==> config.mk <==
export PLATFORM = sky130hd
export DESIGN_NAME = mips_instr_encoder_flat
export DESIGN_NICKNAME = d
export VERILOG_FILES = /design/src/rtl/mips_isa_pkg.sv /design/src/rtl/mips_instr_encoder_if.sv /design/src/rtl/instr_fifo.sv /design/src/rtl/mips_instr_encoder.sv /design/src/flat_wrapper.sv
export SDC_FILE = /design/constraint.sdc
export NUM_CORES = 1
export LEC_CHECK = 0
export CORE_AREA = 8 8 111 113
export DETAILED_ROUTE_END_ITERATION = 10
export DIE_AREA = 0 0 119 121
export DONT_BUFFER_PORTS = 1
export PLACE_DENSITY_LB_ADDON = 0.05
export SETUP_SLACK_MARGIN = 0.2
export SLEW_MARGIN = 20
export SYNTH_ARGS = -nofsm -noshare
export SYNTH_HDL_FRONTEND = slang
export SYNTH_HIERARCHICAL = 1
export SYNTH_SLANG_ARGS = --single-unit
==> constraint.sdc <==
create_clock -name clk -period 3 [get_ports clk]
set_input_delay 0.15 -clock clk [delete_from_list [all_inputs] [get_ports clk]]
set_output_delay 0.15 -clock clk [all_outputs]
set_load 0.01 [all_outputs]
==> src/rtl/mips_isa_pkg.sv <==
// Shared MIPS ISA constants: opcodes, functs, encoder command codes, encoder FSM states.
// Latency: none (declarations and pure field-packing helpers only).
// Backpressure: not applicable.
package mips_isa_pkg;

  // Primary opcodes (instr[31:26])
  localparam logic [5:0] OP_RTYPE = 6'h00;
  localparam logic [5:0] OP_J     = 6'h02;
  localparam logic [5:0] OP_JAL   = 6'h03;
  localparam logic [5:0] OP_BEQ   = 6'h04;
  localparam logic [5:0] OP_ORI   = 6'h0D;
  localparam logic [5:0] OP_LUI   = 6'h0F;
  localparam logic [5:0] OP_LW    = 6'h23;
  localparam logic [5:0] OP_SW    = 6'h2B;

  // R-type function codes (instr[5:0])
  localparam logic [5:0] FUN_JR   = 6'h08;
  localparam logic [5:0] FUN_ADDU = 6'h21;
  localparam logic [5:0] FUN_SUBU = 6'h23;

  // Abstract command codes accepted by the encoder; 12..15 are illegal
  typedef enum logic [3:0] {
    CMD_NOP  = 4'd0,
    CMD_ADDU = 4'd1,
    CMD_SUBU = 4'd2,
    CMD_ORI  = 4'd3,
    CMD_LW   = 4'd4,
    CMD_SW   = 4'd5,
    CMD_BEQ  = 4'd6,
    CMD_LUI  = 4'd7,
    CMD_J    = 4'd8,
    CMD_JAL  = 4'd9,
    CMD_JR   = 4'd10,
    CMD_LI   = 4'd11
  } cmd_code_e;

  // Encoder FSM: LI_LO holds the pending ORI half of an LI expansion
  typedef enum logic {
    ST_IDLE  = 1'b0,
    ST_LI_LO = 1'b1
  } enc_state_e;

  function automatic logic [31:0] r_type(logic [4:0] rs, logic [4:0] rt,
                                         logic [4:0] rd, logic [5:0] fun);
    return {OP_RTYPE, rs, rt, rd, 5'd0, fun};
  endfunction

  function automatic logic [31:0] i_type(logic [5:0] op, logic [4:0] rs,
                                         logic [4:0] rt, logic [15:0] imm16);
    return {op, rs, rt, imm16};
  endfunction

  function automatic logic [31:0] j_type(logic [5:0] op, logic [25:0] imm26);
    return {op, imm26};
  endfunction

endpackage

==> src/rtl/mips_instr_encoder_if.sv <==
// Command-in / instruction-out bundle of the MIPS instruction encoder.
// Latency: none (wires only).
// Backpressure: cmd_valid/cmd_ready on the command side, instr_valid/instr_ready on the output side.
interface mips_instr_encoder_if #(parameter int DEPTH = 4);

  logic                     cmd_valid;
  logic                     cmd_ready;
  logic [3:0]               cmd_code;
  logic [4:0]               cmd_rs;
  logic [4:0]               cmd_rt;
  logic [4:0]               cmd_rd;
  logic [31:0]              cmd_imm;
  logic                     instr_valid;
  logic                     instr_ready;
  logic [31:0]              instr;
  logic [5:0]               op;
  logic [5:0]               fun;
  logic [$clog2(DEPTH):0]   count;
  logic                     err;

  // Command producer / instruction consumer side
  modport master (
    output cmd_valid, cmd_code, cmd_rs, cmd_rt, cmd_rd, cmd_imm, instr_ready,
    input  cmd_ready, instr_valid, instr, op, fun, count, err
  );

  // Encoder side
  modport slave (
    input  cmd_valid, cmd_code, cmd_rs, cmd_rt, cmd_rd, cmd_imm, instr_ready,
    output cmd_ready, instr_valid, instr, op, fun, count, err
  );

endinterface

==> src/rtl/instr_fifo.sv <==
// Generic 32-bit FIFO, DEPTH entries (power of two), occupancy counter.
// Latency: a word pushed in cycle N is visible at the head in cycle N+1.
// Backpressure: pushes while full are dropped (callers gate on full_o); pops while empty are ignored.
module instr_fifo #(
  parameter int DEPTH = 4
) (
  input  logic                   clk,
  input  logic                   reset,
  input  logic                   push_i,
  input  logic [31:0]            push_dat_i,
  input  logic                   pop_i,
  output logic [31:0]            pop_dat_o,
  output logic                   vld_o,
  output logic                   full_o,
  output logic [$clog2(DEPTH):0] count_o
);

  localparam int AW = $clog2(DEPTH);
  localparam int CW = AW + 1;

  logic [31:0]   mem_q [DEPTH];
  logic [AW-1:0] wptr_q;
  logic [AW-1:0] rptr_q;
  logic [CW-1:0] count_q;
  logic          push_ok;
  logic          pop_ok;

  assign full_o    = (count_q == CW'(DEPTH));
  assign vld_o     = (count_q != '0);
  assign count_o   = count_q;
  assign push_ok   = push_i && !full_o;
  assign pop_ok    = pop_i && vld_o;
  assign pop_dat_o = vld_o ? mem_q[rptr_q] : '0;

  // Storage write; contents need no reset since count_q qualifies them
  always_ff @(posedge clk) begin
    if (push_ok) begin
      mem_q[wptr_q] <= push_dat_i;
    end
  end

  // Pointers wrap naturally modulo DEPTH; count_q disambiguates full/empty
  always_ff @(posedge clk) begin
    if (reset) begin
      wptr_q  <= '0;
      rptr_q  <= '0;
      count_q <= '0;
    end else begin
      if (push_ok) wptr_q <= wptr_q + AW'(1);
      if (pop_ok)  rptr_q <= rptr_q + AW'(1);
      case ({push_ok, pop_ok})
        2'b10:   count_q <= count_q + CW'(1);
        2'b01:   count_q <= count_q - CW'(1);
        default: count_q <= count_q;
      endcase
    end
  end

endmodule

==> src/rtl/mips_instr_encoder.sv <==
// Encodes abstract commands into MIPS instruction words into an output FIFO; ENCODER_LI_EN adds LI -> LUI+ORI expansion.
// Latency: accepted command's word at the FIFO head one cycle later (empty FIFO); LI's ORI half follows one cycle after LUI.
// Backpressure: cmd_ready depends only on registered state (FIFO not full, no pending LI half); no path from instr_ready.
module mips_instr_encoder
  import mips_isa_pkg::*;
#(
  parameter int DEPTH = 4
) (
  input  logic                  clk,
  input  logic                  reset,
  mips_instr_encoder_if.slave   enc
);

`ifdef ENCODER_LI_EN
  localparam logic [3:0] LAST_LEGAL = CMD_LI;
`else
  localparam logic [3:0] LAST_LEGAL = CMD_JR;
`endif

  logic                   push;
  logic [31:0]            push_dat;
  logic [31:0]            head;
  logic                   head_vld;
  logic                   full;
  logic [$clog2(DEPTH):0] fifo_count;
  logic                   err_q, err_d;
  logic                   accept;
  logic                   legal;
  cmd_code_e              code;

  function automatic logic [31:0] encode(cmd_code_e c, logic [4:0] rs, logic [4:0] rt,
                                         logic [4:0] rd, logic [25:0] imm);
    logic [31:0] w;
    w = '0;
    case (c)
      CMD_ADDU: w = r_type(rs, rt, rd, FUN_ADDU);
      CMD_SUBU: w = r_type(rs, rt, rd, FUN_SUBU);
      CMD_ORI:  w = i_type(OP_ORI, rs, rt, imm[15:0]);
      CMD_LW:   w = i_type(OP_LW,  rs, rt, imm[15:0]);
      CMD_SW:   w = i_type(OP_SW,  rs, rt, imm[15:0]);
      CMD_BEQ:  w = i_type(OP_BEQ, rs, rt, imm[15:0]);
      CMD_LUI:  w = i_type(OP_LUI, 5'd0, rt, imm[15:0]);
      CMD_J:    w = j_type(OP_J,   imm);
      CMD_JAL:  w = j_type(OP_JAL, imm);
      CMD_JR:   w = r_type(rs, 5'd0, 5'd0, FUN_JR);
      default:  w = '0;  // NOP encodes as all zeros
    endcase
    return w;
  endfunction

  assign code   = cmd_code_e'(enc.cmd_code);
  assign legal  = (enc.cmd_code <= LAST_LEGAL);
  assign accept = enc.cmd_valid && enc.cmd_ready;

`ifdef ENCODER_LI_EN
  enc_state_e  state_q, state_d;
  logic [4:0]  li_rt_q, li_rt_d;
  logic [15:0] li_imm_q, li_imm_d;

  assign enc.cmd_ready = (state_q == ST_IDLE) && !full;

  // Next state, push selection and LI latch; LUI goes out on accept, ORI once space exists
  always_comb begin
    state_d  = state_q;
    li_rt_d  = li_rt_q;
    li_imm_d = li_imm_q;
    err_d    = err_q;
    push     = 1'b0;
    push_dat = '0;
    case (state_q)
      ST_IDLE: begin
        if (accept) begin
          if (code == CMD_LI) begin
            push     = 1'b1;
            push_dat = i_type(OP_LUI, 5'd0, enc.cmd_rt, enc.cmd_imm[31:16]);
            li_rt_d  = enc.cmd_rt;
            li_imm_d = enc.cmd_imm[15:0];
            state_d  = ST_LI_LO;
          end else if (legal) begin
            push     = 1'b1;
            push_dat = encode(code, enc.cmd_rs, enc.cmd_rt, enc.cmd_rd, enc.cmd_imm[25:0]);
          end else begin
            err_d    = 1'b1;
          end
        end
      end
      ST_LI_LO: begin
        if (!full) begin
          push     = 1'b1;
          push_dat = i_type(OP_ORI, li_rt_q, li_rt_q, li_imm_q);
          state_d  = ST_IDLE;
        end
      end
      default: state_d = ST_IDLE;
    endcase
  end

  // FSM and LI latch registers; reset drops any pending ORI half
  always_ff @(posedge clk) begin
    if (reset) begin
      state_q  <= ST_IDLE;
      li_rt_q  <= '0;
      li_imm_q <= '0;
    end else begin
      state_q  <= state_d;
      li_rt_q  <= li_rt_d;
      li_imm_q <= li_imm_d;
    end
  end
`else
  logic unused_imm_hi;

  assign unused_imm_hi = ^enc.cmd_imm[31:26];
  assign enc.cmd_ready = !full;

  // Single-word encode on accept; illegal codes (LI included) only raise err
  always_comb begin
    err_d    = err_q;
    push     = 1'b0;
    push_dat = '0;
    if (accept) begin
      if (legal) begin
        push     = 1'b1;
        push_dat = encode(code, enc.cmd_rs, enc.cmd_rt, enc.cmd_rd, enc.cmd_imm[25:0]);
      end else begin
        err_d    = 1'b1;
      end
    end
  end
`endif

  // Sticky illegal-command flag
  always_ff @(posedge clk) begin
    if (reset) err_q <= 1'b0;
    else       err_q <= err_d;
  end

  instr_fifo #(.DEPTH(DEPTH)) u_fifo (
    .clk        (clk),
    .reset      (reset),
    .push_i     (push),
    .push_dat_i (push_dat),
    .pop_i      (enc.instr_ready),
    .pop_dat_o  (head),
    .vld_o      (head_vld),
    .full_o     (full),
    .count_o    (fifo_count)
  );

  assign enc.instr       = head;
  assign enc.op          = head[31:26];
  assign enc.fun         = head[5:0];
  assign enc.instr_valid = head_vld;
  assign enc.count       = fifo_count;
  assign enc.err         = err_q;

endmodule

==> src/flat_wrapper.sv <==
// flat-port wrapper written by rule: the top's interface ports become plain ports
module mips_instr_encoder_flat import mips_isa_pkg::*;
#(
  parameter int DEPTH = 4
)
  (clk, reset, enc_cmd_valid, enc_cmd_code, enc_cmd_rs, enc_cmd_rt, enc_cmd_rd, enc_cmd_imm, enc_instr_ready, enc_cmd_ready, enc_instr_valid, enc_instr, enc_op, enc_fun, enc_count, enc_err);
  mips_instr_encoder_if #(.DEPTH(DEPTH)) enc_i ();
  input  logic clk;
  input  logic reset;
  input wire logic [$bits(enc_i.cmd_valid)-1:0] enc_cmd_valid;
  input wire logic [$bits(enc_i.cmd_code)-1:0] enc_cmd_code;
  input wire logic [$bits(enc_i.cmd_rs)-1:0] enc_cmd_rs;
  input wire logic [$bits(enc_i.cmd_rt)-1:0] enc_cmd_rt;
  input wire logic [$bits(enc_i.cmd_rd)-1:0] enc_cmd_rd;
  input wire logic [$bits(enc_i.cmd_imm)-1:0] enc_cmd_imm;
  input wire logic [$bits(enc_i.instr_ready)-1:0] enc_instr_ready;
  output wire logic [$bits(enc_i.cmd_ready)-1:0] enc_cmd_ready;
  output wire logic [$bits(enc_i.instr_valid)-1:0] enc_instr_valid;
  output wire logic [$bits(enc_i.instr)-1:0] enc_instr;
  output wire logic [$bits(enc_i.op)-1:0] enc_op;
  output wire logic [$bits(enc_i.fun)-1:0] enc_fun;
  output wire logic [$bits(enc_i.count)-1:0] enc_count;
  output wire logic [$bits(enc_i.err)-1:0] enc_err;
  assign enc_i.cmd_valid = enc_cmd_valid;
  assign enc_i.cmd_code = enc_cmd_code;
  assign enc_i.cmd_rs = enc_cmd_rs;
  assign enc_i.cmd_rt = enc_cmd_rt;
  assign enc_i.cmd_rd = enc_cmd_rd;
  assign enc_i.cmd_imm = enc_cmd_imm;
  assign enc_i.instr_ready = enc_instr_ready;
  assign enc_cmd_ready = enc_i.cmd_ready;
  assign enc_instr_valid = enc_i.instr_valid;
  assign enc_instr = enc_i.instr;
  assign enc_op = enc_i.op;
  assign enc_fun = enc_i.fun;
  assign enc_count = enc_i.count;
  assign enc_err = enc_i.err;
  mips_instr_encoder #(.DEPTH(DEPTH)) u_core (.clk(clk), .reset(reset), .enc(enc_i));
endmodule
==> metrics, run 1 <==
Cells after DPL=500; first-pass GRT wire length=roughly 19,000 µm; remaining global-route overflow=0; clock tree from TritonCTS=yes; Yosys Warn Count=6; Most used DFF post-synth=edfxtp_1; Bufs on Longest Clock Path=2; FMAX=slightly below 400 MHz; final hold viol count=0; adder-cell share of the synthesized area=roughly 1.3%; GP Congestion=0.7449; P_leak=approximately 2.4 nW; DRT Pass-1 Iters=4; worst setup margin=435.2 ps; io pins=105; final WL=approximately 12,000 µm; Yosys reg bits=~140; RSZ-0062 raised after global routing=no; setup bufs post-CTS=0; DPL Wire Length=between 7000 and 8000 µm; worst slack, placed=458.6 ps; largest net degree at the start of global routing=33; Final setup viols=0; Vias=about 3,300; die height=121 µm; largest family of logic cells by synthesized area=multiplexers; Worst-path clk slew=60 ps; Synth Area in Compound Gates=about 4.8%; maximum VDD drop=548.7 µV; Antenna Nets Post-Route=0; drt wl/cell=21.52 µm; Area after DPL=6210 µm²; Worst Path Arrival=roughly 3000 ps; number of inserted diodes=0; Design Power=~6.1 mW; starting density of the core=about 58%; grt met2 use=between 20 and 30%; endpoint class of the critical path=flop; post-synthesis xor/xnor area fraction=less than 1%; Port-buffer cells=0; syn_area_per_cell=16.43 µm²; GRT Overall Usage=17.66%; Slew Viols, Final=0; Fin Setup TNS=0 ps; Sink Count=around 140; Power Density=~850 nW/µm²; mux share of post-synthesis cell area=12.04%; Die Area=14,400 µm²; Synth-to-Final Area Change=17.43%; H-tree level count=4; initial antenna violation count=0; number of enable flip-flop cells after synthesis=128; Async SR Flop Fraction=0%; cell area after layout=approximately 7000 µm²; GR peak layer=met2; Mapped Cells=roughly 370; vias in the first global route=between 3,000 and 4,000; number of CTS-inserted buffers=17; Core Box Area=10,600 µm²; met3 usage=about 6.6%; Final Cycle Share=between 80% and 90%; worst-margin pin slew=~770 ps; Final Instance Count excl. Fillers=570; share of cells above drive strength 1=20.23%; post-synthesis cell type count=47; die extent in x=about 120 µm; met1 Use GR=20.77%; Critical Path RT=3360 ps; Synth Area in Simple Gates=9.941%; status=completed; Slew HR=approximately half; Cell Area, Synth=6130 µm²; crit-path max FO=12; Tmin final=2565 ps; Max Cap Viol=0; WS Path Type=flop to flop; initial DRC count=about 180; drt via density=5.775; placement row count=38; DRC violations left=0; Root Driver=clkbuf_8; Post-layout nets=between 400 and 500; worst hold path class=primary input to flop; skew final=around 9.6 ps; Worst-Skew Late Latency=510 ps; CP Launch Type=flop; part of the Yosys area used for sequential elements=between 60 and 70%
## critical path, cell delays in order, from the launching register on
cell           delay, ps
dfxtp_2              440
nor3b_2               80
buf_4                150
nor2b_1              100
buf_4                180
o211ai_2             280
buf_4                280
a21oi_1              250
dlygate4sd3_1        640
## through the flow
step	hold WS [ps]	util, %
global route	18.50	67.89
detailed placement	222.0	58.57
CTS	1.189	67.87
finish	20.10	67.89
global placement	220.8	58.57
floorplan	328.8	-
## logic make-up (layout without fill, tap and decap cells)
family / Yosys count / after routing
flip-flops: 138 / 138
AND/OR/NAND/NOR: 102 / 102
AO/OA/AOI/OAI: 45 / 45
buffers and inverters: 43 / 97
multiplexers: 33 / 33
adder cells (fa/ha/maj): 6 / 6
XOR/XNOR: 5 / 5
other: 1 / 4
## synth_stat cells, types with 2 or more instances
cell type,instances,area share [%]
nor2b_4,4,0.90
o2111ai_1,5,0.71
and2_1,5,0.51
ha_1,5,1.0
nor2_1,18,1.1
nor2b_1,31,3.2
buf_6,5,0.92
buf_2,7,0.57
edfxtp_1,128,63
or3_1,4,0.41
nor3b_1,2,0.24
nand3_1,12,0.98
nor3b_2,2,0.41
buf_4,14,1.7
and3_1,7,0.71
mux4_2,30,11
nand2_1,8,0.49
nand2b_1,4,0.41
a21oi_1,20,1.6
a32oi_1,5,0.71
mux4_1,2,0.86
dfxtp_1,10,3.3
o21ai_0,7,0.57
xor2_1,3,0.43
buf_12,3,0.98
inv_1,11,0.67
## path summary, 6_finish.rpt
check / slack [ps] / cells after the start / endpoint / from
hold reg to reg: 510 / 2 / u_core/u_fifo/rptr_q[1] / u_core/u_fifo/rptr_q[1]
setup reg to reg: 440 / 8 / u_core/u_fifo/mem_q[0][25] / u_core/u_fifo/count_o[0]
hold / removal: 20 / 2 / u_core/u_fifo/mem_q[2][16] / enc_cmd_imm[16]
setup / recovery: 440 / 8 / u_core/u_fifo/mem_q[0][25] / u_core/u_fifo/count_o[0]
## cell usage in the layout (no fill, tap or decap), types with 2 or more instances in the layout
cell type      count
a21oi_1           20
a32oi_1            5
and2_1             5
and3_1             7
buf_12             3
buf_4             12
bufinv_16          4
clkbuf_16         16
clkinv_1           3
clkinv_2           2
clkinv_4           2
clkinvlp_4         3
conb_1             4
dfxtp_1            7
dfxtp_2            3
dlygate4sd3_1     39
edfxtp_1         128
ha_1               5
inv_1             11
mux4_1             2
mux4_2            30
nand2_1            8
nand2b_1           4
nand3_1           12
nor2_1            18
nor2b_1           31
nor2b_4            4
nor3b_1            2
nor3b_2            2
o2111ai_1          5
o21ai_0            7
or3_1              4
xor2_1             3
## registers in the layout (all words and copies together), names as in the netlist, named ones only
| signal | flops |
|---|---|
| u_core/u_fifo/count_o | 3 |
| u_core/u_fifo/mem_q | 128 |
| u_core/enc.err | 1 |
| u_core/u_fifo/wptr_q | 2 |
| u_core/u_fifo/rptr_q | 2 |
## area by class of cell
type,instances,area [µm²]
clock inverter,13,177.7
sequential,138,4048
timing repair buffer,54,540.5
inverter,12,45.04
tap,140,175.2
multi-input combinational,195,1794
clock buffer,18,417.9
fill,708,3405
## routing by layer
| metal | up-vias | share of wire (%) |
|---|---|---|
| li1 | 1516 | - |
| met1 | 1670 | 42 |
| met2 | 94 | 51 |
| met3 | 12 | 5.8 |
| met4 | 0 | 1.3 |
| met5 | - | 0 |
## power breakdown
group	leakage, nW	switching, mW	internal (mW)	total, mW
registers	1.28	0.0771	2.31	2.39
logic	0.868	0.961	0.685	1.65
clock network	0.282	0.729	1.34	2.06
total	2.42	1.77	4.33	6.10
## timing repair
action | 4_1_cts | 5_1_grt
hold buffers | 39 | 0
hold endpoints to repair | 114 | 0
endpoints found under the setup margin | 0 | 5
gates resized for setup | 0 | 2
(Power assumes the default switching activity.)
==> inputs of run 2 (changes only) <==
CORE_AREA = 8 8 110 112   (was 8 8 111 113)
DIE_AREA = 0 0 118 120   (was 0 0 119 121)
SYNTH_HIERARCHICAL = not set   (was 1)
==> run 2 against run 1 <==
Sequential power fell by 4%. First-iteration DRC count up 15%. Die area down 1.7%. Sequential share of layout area increased by 0.13 points. Critical endpoint is now u_core.u_fifo.count_o[2]. Largest cell class unchanged.
==> metrics, run 2 <==
Most flops, register=u_core.u_fifo.mem_q; WP buf/inv=2; Yosys Warn Count=0; Die Area=14,160 µm²; GRT Overall Usage=a little under a fifth; number of CTS-inserted buffers=17; Cell Area, Synth=6091 µm²; Max Cap Viol=0; final WL=12,550 µm; remaining global-route overflow=0; initial DRC count=between 200 and 250; Post-CTS Resized=0; CP Launch Type=flop; io pins=approximately 110; first-pass GRT wire length=just under 20,000 µm; crit-path max FO=7; Critical Path RT=between 3000 and 4000 ps; drt wl/cell=about 22 µm; Tmin final=approximately 2600 ps; worst-margin pin slew=874.8 ps; top-count cell post-synth=edfxtp_1; Slew HR=slightly above 40%; leading cell type in the layout, fill and taps excluded=edfxtp_1; Worst Path Arrival=about 3000 ps; Cell Chain, Critical Path=or3b_1, o211a_4, inv_1, ha_1, inv_1, fa_1, xor2_1, or3_2, a21oi_1; Post-layout nets=between 400 and 500; Yosys reg bits=between 100 and 150; Area contributors post-synth=edfxtp_1, mux4_2, nor2b_1; initial antenna violation count=0; Worst-Skew Late Latency=around 510 ps; hold buffers post-CTS=22; maximum VDD drop=~560 µV; endpoint class of the critical path=flop; top cells by count, synth=edfxtp_1, nor2b_1, mux4_2; share of cells above drive strength 1=between 10% and 20%; commonest non-fill, non-tap cells in the layout=edfxtp_1, nor2b_1, mux4_2, dlygate4sd3_1, clkbuf_16; Bufs on Longest Clock Path=2; worst hold path class=primary input to flop; Final Cycle Share=a little under nine tenths; Synth-to-Final Area Change=14.34%; placement row count=38; WS Path Type=flop to flop; status=completed; max FFs per register=about 120; cell mode on critical path=inv_1; part of the Yosys area used for sequential elements=between 60 and 70%; Mapped Cells=390; number of inserted diodes=0; DRT Pass-1 Iters=4; Largest stage delay, worst path=between 400 and 500 ps; Port-buffer cells=0; Sink Count=134; starting density of the core=between 50 and 60%; Fin Setup TNS=0 ps; largest net degree at the start of global routing=33; Slew Viols, Final=0; DRC violations left=0; GP Congestion=~0.7; P_leak=around 2.2 nW; RSZ-0062 raised after global routing=no; die height=approximately 120 µm; DPL Wire Length=approximately 7900 µm; Async SR Flop Fraction=0%; Final setup viols=0; Worst-path clk slew=approximately 60 ps; worst slack, placed=roughly 440 ps; die extent in x=between 100 and 150 µm; post-synthesis cell type count=50; worst setup margin=roughly 430 ps; CP delay by family, top=simple AND/OR/NAND/NOR gates; number of enable flip-flop cells after synthesis=124; Most used DFF post-synth=edfxtp_1; Core Box Area=around 11,000 µm²; top cell type's share of synthesized area=about three fifths; setup bufs post-CTS=0; FMAX=389.7 MHz; Vias=approximately 3,400; skew final=5.694 ps; syn_area_per_cell=around 16 µm²; Antenna Nets Post-Route=0; Critical-path top delay cell=dfxtp_1; clock tree from TritonCTS=yes; vias in the first global route=roughly 3,600; H-tree level count=4; final hold viol count=0; drt via density=between 6 and 7; Power Density=between 700 and 800 nW/µm²; Root Driver=clkbuf_8; Synth area leader=edfxtp_1
-- run 2: cell types whose count changed after synthesis, moves of 7 or more --
| cell | before | now |
|---|---|---|
| nand3_1 | 12 | 1 |
| a21oi_1 | 20 | 12 |
| o21ai_0 | 7 | 15 |
| and3_1 | 7 | 0 |
| clkbuf_1 | 1 | 8 |
| nor2b_1 | 31 | 38 |
| nor4b_1 | 0 | 7 |
-- run 2: cell type report --
type | count | area (µm²)
inverters | 9 | 33.78
well taps | 140 | 175.2
fillers | 760 | 3543
clock inverters | 12 | 111.4
multi-input cells | 210 | 1916
clock buffers | 20 | 425.4
repair buffers | 33 | 377.9
flip-flops and latches | 134 | 3925
-- run 2: logic make-up (layout without fill, tap and decap cells) --
kind of cell	Yosys count	in the layout	share of synthesized area, %
AO/OA/AOI/OAI	56	56	6.184
buffers and inverters	47	74	4.273
other	1	2	0.06157
AND/OR/NAND/NOR	108	108	11.11
flip-flops	134	134	64.42
XOR/XNOR	5	5	0.7189
adder cells (fa/ha/maj)	6	6	1.356
multiplexers	33	33	11.87
-- run 2: final timing paths --
| check | slack (ps) | cells past startpoint | startpoint | endpoint |
|---|---|---|---|---|
| worst max-delay path | 430 | 9 | u_core.u_fifo.count_o[2] | u_core.u_fifo.count_o[2] |
| worst min-delay path | 20 | 2 | enc_cmd_imm[1] | u_core.u_fifo.mem_q[3][1] |
| worst max register to register | 430 | 9 | u_core.u_fifo.count_o[2] | u_core.u_fifo.count_o[2] |
| worst min register to register | 520 | 2 | u_core.u_fifo.wptr_q[1] | u_core.u_fifo.wptr_q[1] |
-- run 2: where the power goes --
part | internal [mW] | switching (mW)
clock | 1.16 | 0.702
combinational | 0.547 | 0.763
sequential | 2.21 | 0.0891
-- run 2: metrics by stage --
stage / hold WS, ps / power (mW) / instance area (µm²) / cells / util [%]
2_1_floorplan: 327.4 / 3.450 / 6095 / 391 / -
3_3_place_gp: 220.7 / 3.626 / 6207 / 504 / 59.07
3_5_place_dp: 221.3 / 3.645 / 6207 / 504 / 59.07
4_1_cts: 7.386 / 5.537 / 6964 / 558 / 66.28
5_1_grt: 48.31 / 5.730 / 6964 / 558 / 66.28
6_report: 24.43 / 5.473 / 6964 / 558 / 66.28
-- run 2: layer usage --
metal	up-vias	share of wire, %	wire length [µm]	GRT usage [%]
met5	-	0	0	0
met2	115	51	6400	30.87
met3	10	7.2	900	6.388
met4	0	1.0	131	6.245
li1	1537	-	-	-
met1	1702	41	5119	21.91
